**src/rtl/aluctrl_pipe.sv**
```systemverilog
// Registered ALU-control decoder with valid/ready handshake and RV32M busy sequencing.
// Optional feature macro: ALUCTRL_MEXT_EN (M-extension decode, MDBUSY state, busy counter).
module aluctrl_pipe #(
    parameter int OPW        = 5,
    parameter int MUL_CYCLES = 4,
    parameter int DIV_CYCLES = 32
) (
    input  logic           clk_i,
    input  logic           rst_i,
    input  logic           valid_i,
    output logic           ready_o,
    input  logic [6:0]     aluinst_i,
    input  logic [2:0]     f3_i,
    input  logic [6:0]     f7_i,
    output logic           valid_o,
    input  logic           ready_i,
    output logic [OPW-1:0] aluope_o,
    output logic           illegal_o,
    output logic           mdbusy_o,
    output logic           mddone_o
);

    if (OPW < 5 || MUL_CYCLES < 1 || DIV_CYCLES < 1) begin : g_bad_params
        $error("aluctrl_pipe: OPW must be >= 5 and cycle counts >= 1");
    end

`ifdef ALUCTRL_MEXT_EN
    localparam int MAXC = (MUL_CYCLES > DIV_CYCLES) ? MUL_CYCLES : DIV_CYCLES;
    localparam int CW   = (MAXC > 1) ? $clog2(MAXC) : 1;
    localparam logic [CW-1:0] MUL_LOAD = CW'(MUL_CYCLES - 1);
    localparam logic [CW-1:0] DIV_LOAD = CW'(DIV_CYCLES - 1);

    typedef enum logic [1:0] {EMPTY, FULL, MDBUSY} state_t;

    logic [CW-1:0] cnt_q;
    logic          mext_q;
    logic          div_q;
`else
    typedef enum logic [1:0] {EMPTY, FULL} state_t;
`endif

    state_t         state_q, state_d;
    logic [4:0]     dec_code;
    logic           dec_ill;
    logic [OPW-1:0] ope_d;
    logic           accept;

    always_comb begin
        dec_code = 5'b00000;
        dec_ill  = 1'b0;
        case (aluinst_i)
            7'b0110011: begin
                if (f7_i == 7'b0000000)
                    dec_code = {2'b00, f3_i};
                else if (f7_i == 7'b0100000 && (f3_i == 3'b000 || f3_i == 3'b101))
                    dec_code = {2'b01, f3_i};
`ifdef ALUCTRL_MEXT_EN
                else if (f7_i == 7'b0000001)
                    dec_code = {2'b10, f3_i};
`endif
                else
                    dec_ill = 1'b1;
            end
            7'b0010011: begin
                if (f3_i == 3'b001) begin
                    if (f7_i == 7'b0000000) dec_code = 5'b00001;
                    else                    dec_ill  = 1'b1;
                end else if (f3_i == 3'b101) begin
                    if (f7_i == 7'b0000000)      dec_code = 5'b00101;
                    else if (f7_i == 7'b0100000) dec_code = 5'b01101;
                    else                         dec_ill  = 1'b1;
                end else begin
                    dec_code = {2'b00, f3_i};
                end
            end
            7'b0000011, 7'b0100011, 7'b1101111,
            7'b1100111, 7'b0110111, 7'b0010111: dec_code = 5'b00000;
            7'b1100011: begin
                case (f3_i[2:1])
                    2'b00:   dec_code = 5'b00100;
                    2'b10:   dec_code = 5'b00010;
                    2'b11:   dec_code = 5'b00011;
                    default: dec_ill  = 1'b1;
                endcase
            end
            default: dec_ill = 1'b1;
        endcase
    end

    always_comb begin
        ope_d      = '0;
        ope_d[4:0] = dec_code;
        if (dec_ill) ope_d = '1;
    end

    assign accept = valid_i && ready_o;

    always_ff @(posedge clk_i or posedge rst_i) begin
        if (rst_i) state_q <= EMPTY;
        else       state_q <= state_d;
    end

    always_comb begin
        state_d = state_q;
        case (state_q)
            EMPTY: if (valid_i) state_d = FULL;
            FULL: begin
                if (ready_i && !valid_i) state_d = EMPTY;
`ifdef ALUCTRL_MEXT_EN
                if (ready_i && mext_q) state_d = MDBUSY;
`endif
            end
`ifdef ALUCTRL_MEXT_EN
            MDBUSY: if (cnt_q == '0) state_d = EMPTY;
`endif
            default: state_d = EMPTY;
        endcase
    end

    always_comb begin
        ready_o = 1'b0;
        valid_o = 1'b0;
`ifdef ALUCTRL_MEXT_EN
        mdbusy_o = 1'b0;
        mddone_o = 1'b0;
`endif
        case (state_q)
            EMPTY: ready_o = 1'b1;
            FULL: begin
                valid_o = 1'b1;
`ifdef ALUCTRL_MEXT_EN
                ready_o = ready_i && !mext_q;
`else
                ready_o = ready_i;
`endif
            end
`ifdef ALUCTRL_MEXT_EN
            MDBUSY: begin
                mdbusy_o = 1'b1;
                mddone_o = (cnt_q == '0);
            end
`endif
            default: ready_o = 1'b0;
        endcase
    end

    always_ff @(posedge clk_i or posedge rst_i) begin
        if (rst_i) begin
            aluope_o  <= '0;
            illegal_o <= 1'b0;
        end else if (accept) begin
            aluope_o  <= ope_d;
            illegal_o <= dec_ill;
        end
    end

`ifdef ALUCTRL_MEXT_EN
    // The div/mul choice is captured at accept so the handoff load needs no live inputs.
    always_ff @(posedge clk_i or posedge rst_i) begin
        if (rst_i) begin
            mext_q <= 1'b0;
            div_q  <= 1'b0;
            cnt_q  <= '0;
        end else begin
            if (accept) begin
                mext_q <= dec_code[4] && !dec_ill;
                div_q  <= f3_i[2];
            end
            if (state_q == FULL && ready_i && mext_q)
                cnt_q <= div_q ? DIV_LOAD : MUL_LOAD;
            else if (state_q == MDBUSY && cnt_q != '0)
                cnt_q <= cnt_q - 1'b1;
        end
    end
`else
    assign mdbusy_o = 1'b0;
    assign mddone_o = 1'b0;
`endif

endmodule

```
**config.mk**
```make
export PLATFORM = sky130hd
export DESIGN_NAME = aluctrl_pipe
export DESIGN_NICKNAME = d
export VERILOG_FILES = /design/src/rtl/aluctrl_pipe.sv
export SDC_FILE = /design/constraint.sdc
export NUM_CORES = 1
export LEC_CHECK = 0
export ABC_CLOCK_PERIOD_IN_PS = 2570
export BUFFER_PORTS_ARGS = -buffer_cell sky130_fd_sc_hd__buf_4
export CAP_MARGIN = 10
export CORE_MARGIN = 5
export CORE_UTILIZATION = 33
export DETAILED_ROUTE_END_ITERATION = 7
export GPL_ROUTABILITY_DRIVEN = 1
export HOLD_SLACK_MARGIN = 0.12
export RECOVER_POWER = 100
export SLEW_MARGIN = 20
export SYNTH_ARGS = -nofsm -noshare
export SYNTH_HDL_FRONTEND = slang
export SYNTH_SLANG_ARGS = --single-unit
```
**constraint.sdc**
```tcl
create_clock -name clk_i -period 2.57 [get_ports clk_i]
set_clock_uncertainty 0.1 [all_clocks]
set_input_delay 0.6425 -clock clk_i [delete_from_list [all_inputs] [get_ports clk_i]]
set_output_delay 0.6425 -clock clk_i [all_outputs]
set_load 0.01 [all_outputs]
```
Yosys cells after proc, flatten, opt, wreduce, memory -nomap -nowiden
Index checks and enable logic that the tools add are counted.
- word-level logic and storage cells: 56
- bits in read-only memories: 0
- register bits after elaboration: 8
- memories: 0
- RAM bits: 0
- output and inout port bits: 10
- latch bits: 0
- bits of input ports: 21
- equality and inequality tests: 17
- div/mod/pow operators: 0
- $lt $le $gt $ge: 0
- bitwise gates (word level): 0
- add/sub/neg operators: 0
- reduce and logical (&&, ||, !) cells: 12
- muxes and demuxes: 24
- multipliers: 0
- shift operators: 0
- operators with widths (operator ; count):
    7-bit by 6-bit equality test with 1-bit output, second input constant ; 4
    7-bit equality test, second input constant ; 3
    4-bit 2-to-1 mux ; 4
    5-bit 2-to-1 mux ; 3
    5-bit one-hot mux with 3 select lines ; 1
    7-bit by 5-bit equality test with 1-bit output, second input constant ; 2
    1-bit 2-to-1 mux ; 10
    3-bit one-hot mux with 3 select lines ; 1
    7-bit by 2-bit equality test with 1-bit output, second input constant ; 1
    7-bit zero test ; 1
    6-bit OR reduction ; 1
    2-bit equality test, second input constant ; 2
    2-bit zero test ; 2
    2-bit 2-to-1 mux ; 2
    2-bit inequality test, second input constant ; 2
    1-bit one-hot mux with 4 select lines ; 1
    2-bit one-hot mux with 2 select lines ; 1
    3-bit by 1-bit equality test with 1-bit output, second input constant ; 1
    3-bit equality test, second input constant ; 1
    1-bit logical AND ; 3
    3-bit zero test ; 1
    3-bit OR reduction ; 1
    2-bit by 1-bit equality test with 1-bit output, second input constant ; 1
    1-bit one-hot mux with 2 select lines ; 1
    3 further kinds ; 3

Depth between registers and ports, before layout
- word-level depth: 7
- mapped depth: 6
- depth with buffers taken out: 5

Worst setup path after synthesis
No wires, ideal clock.
- kind: input to register
- start point: input port f3_i[2]
- end point: register aluope_o[0]
- data required time: 2.344 ns
- path buffers: 1
- setup time: 0.126 ns
- arrival time: 1.778 ns
- stages: 6
- path slack: 0.566 ns
- cell sequence: clkbuf_2 xor2_1 o21ai_0 nand3_2 a31o_4 o32a_1
- word-level cells in the longest chain between the ends: 7
- elaborated cells between the ends (all ways): 22
- those cells by class: eq/ne (4); mux (13); reduce/logical (5)
- RTL lines (what ; line ; source):
    start, declared ; 13 ; input logic [2:0] f3_i,
    3-bit equality test or 3-bit zero test (tied branches) ; 55, 68 ;
    1-bit logical OR ; 55 ; else if (f7_i == 7'b0100000 && (f3_i == 3'b000 || f3_i == 3'b101))
    1-bit logical AND ; 55 ;
    1-bit 2-to-1 mux or 4-bit 2-to-1 mux (tied branches) ; 55 ;
    1-bit 2-to-1 mux or 4-bit 2-to-1 mux (tied branches) ; 53 ; if (f7_i == 7'b0000000)
    1-bit one-hot mux with 4 select lines or 5-bit one-hot mux with 3 select lines (tied branches) ; 51 ; case (aluinst_i)
    5-bit 2-to-1 mux (*) ; 93 ; if (dec_ill) ope_d = '1;
    end signal, assigned ; 152 ; aluope_o <= ope_d;
    end, declared ; 17 ; output logic [OPW-1:0] aluope_o,
Mark *: on every way between the ends. The rest lies on a longest branch, timed or not.
A chain may end at the register's enable or synchronous reset.

Worst setup path in the final report
- start point: input port f7_i[1]
- end point: register aluope_o[0]
- word-level cells in the longest chain between the ends: 7
- elaborated cells between the ends (all ways): 20
- those cells by class: eq/ne (1); mux (17); reduce/logical (2)
- RTL lines (what ; line ; source):
    start, declared ; 14 ; input logic [6:0] f7_i,
    7-bit by 6-bit equality test with 1-bit output ; 55, 70 ;
    1-bit 2-to-1 mux or 4-bit 2-to-1 mux (tied branches) ; 70 ; else if (f7_i == 7'b0100000) dec_code = 5'b01101;
    1-bit 2-to-1 mux or 4-bit 2-to-1 mux (tied branches) ; 69 ; if (f7_i == 7'b0000000) dec_code = 5'b00101;
    1-bit 2-to-1 mux or 5-bit 2-to-1 mux (tied branches) ; 68 ; end else if (f3_i == 3'b101) begin
    1-bit 2-to-1 mux or 5-bit 2-to-1 mux (tied branches) ; 65 ; if (f3_i == 3'b001) begin
    1-bit one-hot mux with 4 select lines or 5-bit one-hot mux with 3 select lines (tied branches) ; 51 ;
    5-bit 2-to-1 mux (*) ; 93 ;
Marked as above.

==> metrics.yaml <==
detailed_routing:
  routed-via-count: 576
  via_per_inst: 5.38
  post_drt_wl_per_cell_um: 13.1
  first_pass_iters: 4
  routed_wl_mm: 1.40
  drtIter0Drc: 6
  drc: 0
  antenna_left: 0
final_layout:
  antennaDiodeCount: 0
  layout-drive-gt1-share: 0.297
  n_fill_cell: 162
  nNetsFinal: 114
  areaGrowthSynthToFinish_pct: 32.0
critical_path:
  cp-start-kind: "input port"
  cp-end-kind: "flop"
  r2r_cells: 5
  reg2reg_from: "state_q[0]"
  crit_fanout: 5
  cp.required_ns: 2.59
  arrival_ns: 2.02
  cp-startpoint: "f7_i[1]"
  reg2reg_to: "aluope_o[0]"
  crit_type: "in -> reg"
  r2r_slack_ns: 0.86
clocking:
  cts_hold_buf: 0
  path_clk_slew_ns: 0.05
  cts_tree: "done"
  postCtsSetupBuffers: 0
  ctsResizeCount: 0
  cts_sinks: 6
  cts_root_buffer: "clkbuf_4"
  insertion_delay_ns: 0.24
  h-tree-depth: 1
  numCtsBuffers: 3
  cts_max_path_buffers: 2
sta:
  hold_violations: 0
  max_clock_freq_mhz: 500
  period_share: 0.778
  slew_viol_final: 0
  layout_min_cycle_time_ns: 2.00
  setup_viol: 0
  grt_setup_unrepaired: "no"
  setup-tns-final_ns: 0
global_routing:
  grt_pass1_vias: 544
  grt_max_degree: 9
  grt_pass1_wl_mm: 2.27
  track_usage: 0.108
  antenna_found_initial: 0
  grt-ovfl-total: 0
power_and_ir_drop:
  p_clk_frac: 0.341
  power.internal_mw: 0.189
  finalPower_mw: 0.267
  leakage_nw: 0.278
  power.density_nw_per_um2: 369
  p_comb_frac: 0.273
  sw_frac_of_total: 0.292
  irDropWorstVdd_uv: 381
  p_seq_frac: 0.386
  p_switching_mw: 0.0781
synthesis:
  async_reset_ff_frac: 1.00
  yosysWarnings: 0
  seq_area_frac_synth: 0.274
  ys_types: 35
  synth_top_flop_cell: "dfrtp_1"
  synth_seq_cells: 6
  yosys.area.top_type_share: 0.274
  yosys.area.top_type: "dfrtp_1"
  synth_edf_count: 0
  avgSynthCellArea_um2: 8.56
  yosys-top-cells-area: "dfrtp_1 (27%), o32a_1 (5.5%), nor2b_1 (4.6%), buf_4 (4.1%), nor4_4 (3.9%)"
  syn_inst: 64
  synth_area_um2: 548
floorplan:
  die_h_um: 50.8
  dieArea_um2: 2580
  core_region_area_um2: 1540
  ios: 31
  die_width_um: 50.8
  start_util: 0.356
  rows: 14
flow_run:
  drv_cap: 0
placement:
  place_hpwl_mm: 1.16
  routabilityCongestion: 0.815
  numPortBuffers: 28
worst_hold_path:
  hp-class: "in -> async"
run_status:
  status: "completed"
-- cell type report --
cell class / instances / area (um2) / share of cell area
inverters: 3 / 11.3 / 0.0156
multi-input cells: 51 / 347 / 0.479
well taps: 16 / 20.0 / 0.0277
repair buffers: 28 / 173 / 0.239
flip-flops and latches: 6 / 150 / 0.208
clock buffers: 3 / 22.5 / 0.0311
-- synth_stat cells, types with 3 or more instances --
| master | number |
|---|---|
| nand2b_1 | 3 |
| o32a_1 | 3 |
| nor2b_1 | 4 |
| inv_1 | 3 |
| buf_4 | 3 |
| nor2_1 | 4 |
| nand2_1 | 3 |
| o21ai_0 | 3 |
| nor3_1 | 3 |
| dfrtp_1 | 6 |
-- registers in the layout, summed over array words and instances, names as in the netlist --
name,flops
aluope_o,5
state_q,1
-- power groups by stage --
stage | registers [mW] | logic [mW] | clock network, mW
after floorplan | 0.107 | 0.0363 | 0
after CTS | 0.103 | 0.0815 | 0.0917
after detailed placement | 0.105 | 0.0812 | 0
final | 0.103 | 0.0730 | 0.0910
after global placement | 0.105 | 0.0810 | 0
after global routing | 0.104 | 0.0806 | 0.0980
-- worst max-delay path: stages --
cell	delay [ns]
clkbuf_1	0.10
nor4_4	0.30
and2_0	0.27
nand3_2	0.09
a31o_1	0.27
o32a_1	0.35
-- cell usage in the layout (no fill, tap or decap), types with 2 or more instances in the layout --
master	synthesis	layout
nor3_1	3	3
and3_2	2	2
clkbuf_1	0	10
clkbuf_4	0	5
o2111ai_1	2	2
o21ai_0	3	3
nor2_1	4	4
nand2_1	3	3
a21oi_1	2	2
nand3_1	2	2
o32a_1	3	3
nor2b_1	4	4
buf_4	3	16
nand2b_1	3	3
dfrtp_1	6	6
inv_1	3	3
conb_1	1	2
-- metrics by stage --
stage | setup slack [ns] | cell area [um2] | cells | util | hold WS, ns
after floorplan | 0.566 | 552 | 65 | - | 0.333
after global placement | 0.415 | 749 | 104 | 0.486 | 0.394
after detailed placement | 0.403 | 749 | 104 | 0.486 | 0.389
after CTS | 0.654 | 772 | 107 | 0.501 | 0.209
after global routing | 0.375 | 723 | 107 | 0.469 | 0.230
final | 0.570 | 723 | 107 | 0.469 | 0.200
-- kinds of logic (layout without fill, tap and decap cells) --
family	count (synthesis)	count (layout)	synth area share
simple gates	30	30	0.354
compound gates	18	18	0.269
buf+inv	8	34	0.0799
flops	6	6	0.274
other cells	1	2	0.00684
xor+xnor	1	1	0.0160
-- per-layer routing --
metal | GRT usage | part of all wire | vias up
met5 | 0 | 0 | -
met4 | 0 | 0 | 0
met3 | 0.0562 | 0.092 | 0
met2 | 0.169 | 0.45 | 21
met1 | 0.142 | 0.46 | 266
li1 | - | - | 289
-- how the worst max path moves through the flow --
stage,endpoint,cells after the start
finish,aluope_o[0],6
global route,aluope_o[2],6
CTS,aluope_o[0],6
detailed placement,aluope_o[0],6
global placement,aluope_o[0],6
floorplan,aluope_o[0],6
Note: power is estimated with default switching activity, not from simulation.
